File: config.mk
export PLATFORM = sky130hd
export DESIGN_NAME = proc_modem_mc
export DESIGN_NICKNAME = d
export VERILOG_FILES = /design/src/rtl/proc_modem_mc.sv
export SDC_FILE = /design/constraint.sdc
export NUM_CORES = 1
export LEC_CHECK = 0
export BUFFER_PORTS_ARGS = -buffer_cell sky130_fd_sc_hd__buf_2
export CAP_MARGIN = 10
export CORE_MARGIN = 2
export CORE_UTILIZATION = 64
export DETAILED_ROUTE_END_ITERATION = 8
export PLACE_DENSITY_LB_ADDON = 0.3
export SYNTH_ARGS = -nofsm -noshare
export SYNTH_HDL_FRONTEND = slang
export SYNTH_SLANG_ARGS = --single-unit
File: constraint.sdc
create_clock -name clock -period 3.8 [get_ports clock]
set_input_delay 0.57 -clock clock [delete_from_list [all_inputs] [get_ports clock]]
set_output_delay 0.57 -clock clock [all_outputs]
set_load 0.05 [all_outputs]
File: src/rtl/proc_modem_mc.sv
// proc_modem_mc - multi-channel carrier modem between DIOB pin logic and the
// virtual I/O bus.
//
// Each channel modulates tx_data onto a square-wave carrier (a 1 becomes a
// square wave with half-period 2^DIV_LOG2 clocks, a 0 becomes constant low).
// It also demodulates a received carrier by measuring synchronised run
// lengths between edges.
//
// Ports:
//   clock             in   1         system clock (125 MHz)
//   reset             in   1         asynchronous, active-high
//   i_tx_data         in   CHANNELS  per-channel bit to transmit
//   o_tx_out          out  CHANNELS  modulated line output (registered)
//   i_rx_in           in   CHANNELS  raw line input, asynchronous to clock
//   o_rx_data         out  CHANNELS  demodulated bit (decoded from lock count)
//   o_rx_err          out  CHANNELS  one-clock pulse when o_rx_data falls
//   o_output_enable   out  1         constant 1
//   o_input_enable    out  1         constant 1
module proc_modem_mc #(
  parameter int CHANNELS    = 4,
  parameter int DIV_LOG2    = 4,
  parameter int MIN_HALF    = 12,
  parameter int MAX_HALF    = 20,
  parameter int LOCK_HALVES = 2
) (
  input  logic                clock,
  input  logic                reset,
  input  logic [CHANNELS-1:0] i_tx_data,
  output logic [CHANNELS-1:0] o_tx_out,
  input  logic [CHANNELS-1:0] i_rx_in,
  output logic [CHANNELS-1:0] o_rx_data,
  output logic [CHANNELS-1:0] o_rx_err,
  output logic                o_output_enable,
  output logic                o_input_enable
);

  localparam int PH_W = DIV_LOG2 + 1;
  localparam int RC_W = $clog2(MAX_HALF + 2);
  localparam int VC_W = (LOCK_HALVES < 2) ? 1 : $clog2(LOCK_HALVES + 1);

  localparam logic [PH_W-1:0] PH_ONE  = PH_W'(1);
  localparam logic [RC_W-1:0] RC_ONE  = RC_W'(1);
  localparam logic [RC_W-1:0] RC_MIN  = RC_W'(MIN_HALF);
  localparam logic [RC_W-1:0] RC_MAX  = RC_W'(MAX_HALF);
  localparam logic [RC_W-1:0] RC_SAT  = RC_W'(MAX_HALF + 1);
  localparam logic [VC_W-1:0] VC_ONE  = VC_W'(1);
  localparam logic [VC_W-1:0] VC_LOCK = VC_W'(LOCK_HALVES);

  typedef enum logic [1:0] {
    ST_STUCK = 2'd0,
    ST_LOW   = 2'd1,
    ST_HIGH  = 2'd2
  } rx_state_t;

  logic [PH_W-1:0]     r_phase;
  logic [CHANNELS-1:0] r_tx_out;
  logic [CHANNELS-1:0] r_s1;
  logic [CHANNELS-1:0] r_s2;
  logic [CHANNELS-1:0] r_s3;
  logic [CHANNELS-1:0] r_err;
  rx_state_t           r_state [CHANNELS];
  logic [RC_W-1:0]     r_rc    [CHANNELS];
  logic [VC_W-1:0]     r_vc    [CHANNELS];

  logic [CHANNELS-1:0] w_edge;
  logic [CHANNELS-1:0] w_valid;
  logic [CHANNELS-1:0] w_lock;
  logic [CHANNELS-1:0] w_timeout;
  logic [CHANNELS-1:0] w_drop;

  // Shared TX phase counter and modulator; all channels ride the same phase.
  always_ff @(posedge clock or posedge reset) begin
    if (reset) begin
      r_phase  <= '0;
      r_tx_out <= '0;
    end else begin
      r_phase  <= r_phase + PH_ONE;
      r_tx_out <= i_tx_data & {CHANNELS{r_phase[DIV_LOG2]}};
    end
  end

  // Per-channel edge, half-period qualification, lock and loss decode.
  always_comb begin
    w_edge    = '0;
    w_valid   = '0;
    w_lock    = '0;
    w_timeout = '0;
    w_drop    = '0;
    for (int i = 0; i < CHANNELS; i++) begin
      w_edge[i]    = r_s2[i] ^ r_s3[i];
      // r_rc holds the length of the run that an edge now terminates.
      w_valid[i]   = (r_rc[i] >= RC_MIN) && (r_rc[i] <= RC_MAX);
      w_lock[i]    = (r_vc[i] == VC_LOCK);
      // Run is about to exceed MAX_HALF with no edge in sight.
      w_timeout[i] = !w_edge[i] && (r_rc[i] == RC_MAX) && (r_state[i] != ST_STUCK);
      w_drop[i]    = (w_edge[i] && !w_valid[i]) || w_timeout[i];
    end
  end

  // RX synchroniser, run counter, lock counter and per-channel state machine.
  always_ff @(posedge clock or posedge reset) begin
    if (reset) begin
      r_s1  <= '0;
      r_s2  <= '0;
      r_s3  <= '0;
      r_err <= '0;
      for (int i = 0; i < CHANNELS; i++) begin
        r_state[i] <= ST_STUCK;
        r_rc[i]    <= '0;
        r_vc[i]    <= '0;
      end
    end else begin
      r_s1 <= i_rx_in;
      r_s2 <= r_s1;
      r_s3 <= r_s2;
      for (int i = 0; i < CHANNELS; i++) begin
        if (w_edge[i]) begin
          r_rc[i] <= RC_ONE;
        end else if (r_rc[i] != RC_SAT) begin
          r_rc[i] <= r_rc[i] + RC_ONE;
        end else begin
          r_rc[i] <= r_rc[i];
        end

        // Loss of lock is known one cycle early, so the pulse lines up with
        // the falling rx_data.
        r_err[i] <= w_lock[i] & w_drop[i];

        case (r_state[i])
          ST_LOW, ST_HIGH: begin
            if (w_edge[i]) begin
              r_state[i] <= r_s2[i] ? ST_HIGH : ST_LOW;
              if (w_valid[i]) begin
                r_vc[i] <= w_lock[i] ? r_vc[i] : (r_vc[i] + VC_ONE);
              end else begin
                r_vc[i] <= '0;
              end
            end else if (w_timeout[i]) begin
              r_state[i] <= ST_STUCK;
              r_vc[i]    <= '0;
            end else begin
              r_state[i] <= r_state[i];
              r_vc[i]    <= r_vc[i];
            end
          end
          ST_STUCK: begin
            // The run leading up to this edge has no known start, so it is not measured.
            r_vc[i] <= '0;
            if (w_edge[i]) begin
              r_state[i] <= r_s2[i] ? ST_HIGH : ST_LOW;
            end else begin
              r_state[i] <= ST_STUCK;
            end
          end
          default: begin
            r_state[i] <= ST_STUCK;
            r_vc[i]    <= '0;
          end
        endcase
      end
    end
  end

  assign o_tx_out        = r_tx_out;
  assign o_rx_data       = w_lock;
  assign o_rx_err        = r_err;
  assign o_output_enable = 1'b1;
  assign o_input_enable  = 1'b1;

endmodule

==> qor.csv <==
metric,value,unit
regToRegSetupSlack,2.12,ns
grt_use_total,21.8,%
max_cap_viols,0,
mostFrequentLayoutCell,sky130_fd_sc_hd__dfrtp_1,
total_leakage_power,0.00171,uW
clk_pin_slew_worst_paths,0.06,ns
layout-area-overhead-vs-synth,11.0,%
timing.final.crit_period,1.89,ns
crit_arrival,1.32,ns
number_of_buffers_added_by_the_clock_tree_synthesis_step,9,
synth_top_cell_by_area,sky130_fd_sc_hd__dfrtp_1,
gpl.final_weighted_congestion,0.774,
final_setup_violation_count,0,
path_delay_family,buffers and inverters,
fin_setup_tns,0,ns
crit_path_max_incr_delay,0.36,ns
status,finished clean,
first_pass_iters,4,
irDropWorstVdd,372,uV
number_of_global_route_vias_before_repair,2058,
grt_max_degree,36,
core.rowCount,25,
num_antenna_cells,0,
critPathSlowestCell,sky130_fd_sc_hd__dfrtp_1,
largest_clock_skew_in_the_final_design,0.00992,ns
cts_setup_buffers,0,
antenna_found_initial,0,
timing.reg2reg.worst_path_depth,6,
timing.rr.end,r_vc[7],
fill_cells,355,
post_drt_via_cell_ratio,5.26,
grt_setup_unrepaired,no,
fp.dieArea,0.00555,mm2
r2r-start,r_state[6],
grt_pass1_wl,9050,um
critical_path_rt,3.23,ns
ctsRootBufferMaster,sky130_fd_sc_hd__clkbuf_8,
class_of_the_most_critical_setup_path,reg2out,
cp_cell_sequence,"inv_1, ha_1, buf_2",
cts_tree,built,
mostFrequentLayoutCells,"sky130_fd_sc_hd__dfrtp_1 (61), sky130_fd_sc_hd__inv_1 (34), sky130_fd_sc_hd__ha_1 (33)",
synth_seq_cells,61,
dominant_cells_by_area_after_synthesis,"sky130_fd_sc_hd__dfrtp_1 (48%), sky130_fd_sc_hd__ha_1 (13%), sky130_fd_sc_hd__xnor2_1 (4.4%)",
clock_latency,0.34,ns
syn_area_per_cell,10.6,um2
worst-slew-pin-transition,0.721,ns
design_area,0.00353,mm2
post_synth_inst_count,301,
slew_headroom,51.8,%
hold_start,i_rx_in[0],
hp-class,in2reg,
timing.hold.worst_path_depth,1,
h-tree-depth,3,
die_h,74.5,um
hold_end,r_s1[0],
synth-edff-count,0,
post-synth-top-area-fraction,48.0,%
overflow_left_after_global_routing,0,
maximum_net_fanout_on_the_critical_path,4,
worstPathBufferInverterCount,2,
routed_wire_length_per_instance,12.9,um
post_cts_hold_buffer_count,0,
multi_input_area,0.00147,mm2
report.final.hold_viol_count,0,
power-per-cell-area,459,mW/mm2
initial_utilization,66.9,%
ctsResizeCount,0,
drcViolationCount,0,
post_route_cells_drive_above_1_share,14.0,%
wirelength,5080,um
dpl.hpwl,3500,um
timing_max_transition_violations_final,0,
clock_path_buffers,2,
synth-async-reset-ratio,100,%
netlist-cell-type-count,38,
start_kind,flip-flop,
finish.cell_count_without_fillers,395,
antenna_violating_nets_post_route,0,
io_pins,24,
dp.cells,379,
timing.critical_path.to_type,primary output,
port_buffers,21,
coreArea,0.00475,mm2
clock_sink_count,61,
dpl-instance-area,0.00332,mm2
seqCellArea,0.00153,mm2
fin_crit_sh,49.7,%
synth-seq-area-share,48.0,%
via_count,2078,
mappedNetlistArea,0.00318,mm2
worst_setup_path_startpoint,r_vc[6],
drtIter0Drc,106,
synth_top_flop_cell,sky130_fd_sc_hd__dfrtp_1,
finish.net_count,366,
max_clock_freq,530,MHz
yosysWarnings,0,
fp.dieW,74.5,um
fin_hold_ws,0.341,ns
power by group:
part           total [uW]  leakage (uW)  switching [uW]  internal (uW)
sequential            774      0.000777            74.2            700
clock                 601      0.000107             235            366
combinational         246      0.000822             134            111
total                1620       0.00171             443           1180
how the worst max path moves through the flow:
stage / endpoint / cells past startpoint
2_1_floorplan: o_rx_err[0] / 1
3_3_place_gp: r_vc[7] / 6
3_5_place_dp: r_vc[7] / 6
4_1_cts: o_rx_data[0] / 3
5_1_grt: o_rx_data[0] / 3
6_report: o_rx_data[0] / 3
stage by stage:
step | util [%] | power [uW] | setup slack (ns)
3_5_place_dp | 69.9 | 1030 | 2.12
3_3_place_gp | 69.9 | 1020 | 2.19
6_report | 74.3 | 1620 | 1.91
5_1_grt | 74.3 | 1720 | 1.85
4_1_cts | 74.3 | 1640 | 1.90
2_1_floorplan | - | 976 | 1.72
logic make-up (layout without fill, tap and decap cells):
| kind of cell | Yosys count | after routing | share of synthesized area, % |
|---|---|---|---|
| fa+ha+maj | 33 | 33 | 13.0 |
| compound gates | 51 | 51 | 11.1 |
| buf+inv | 47 | 73 | 5.90 |
| flops | 61 | 61 | 48.0 |
| mux | 4 | 4 | 1.26 |
| simple gates | 87 | 87 | 16.0 |
| xor+xnor | 17 | 17 | 4.68 |
| other cells | 1 | 2 | 0.118 |
cell type report:
cell class | instances | share of cell area [%]
clock buffer | 11 | 3.72
clock inverter | 5 | 2.13
sequential | 61 | 43.2
tap | 67 | 2.37
inverter | 35 | 3.72
timing repair buffer | 22 | 3.19
multi-input combinational | 194 | 41.6
Yosys cell counts (all sizes together) (3+ instances only):
master / number
a21oi: 7
nand4: 4
inv: 35
dfrtp: 61
a31oi: 11
nand4b: 4
o32ai: 3
nand3: 7
nor2b: 10
o22ai: 4
clkbuf: 9
nand2: 18
buf: 3
nand2b: 10
and3b: 3
nand3b: 4
nor2: 5
nor3: 3
ha: 33
mux2i: 4
xnor2: 16
a21boi: 3
o21ba: 4
and2: 15
o21ai: 14
flip-flops by register name (all words and copies together) (netlist names):
name	count
r_phase	5
r_s1	4
r_state	8
r_rc	20
r_s2	4
o_tx_out	4
r_s3	4
o_rx_err	4
r_vc	8
layer usage:
metal | track usage (%) | wire (um) | up-vias
met3 | 7.72 | 203 | 9
met4 | 9.92 | 90 | 0
met1 | 26.8 | 2330 | 999
met5 | 0 | 0 | -
met2 | 34.8 | 2460 | 29
li1 | - | - | 1041
Note: power is estimated with default switching activity, not from simulation.
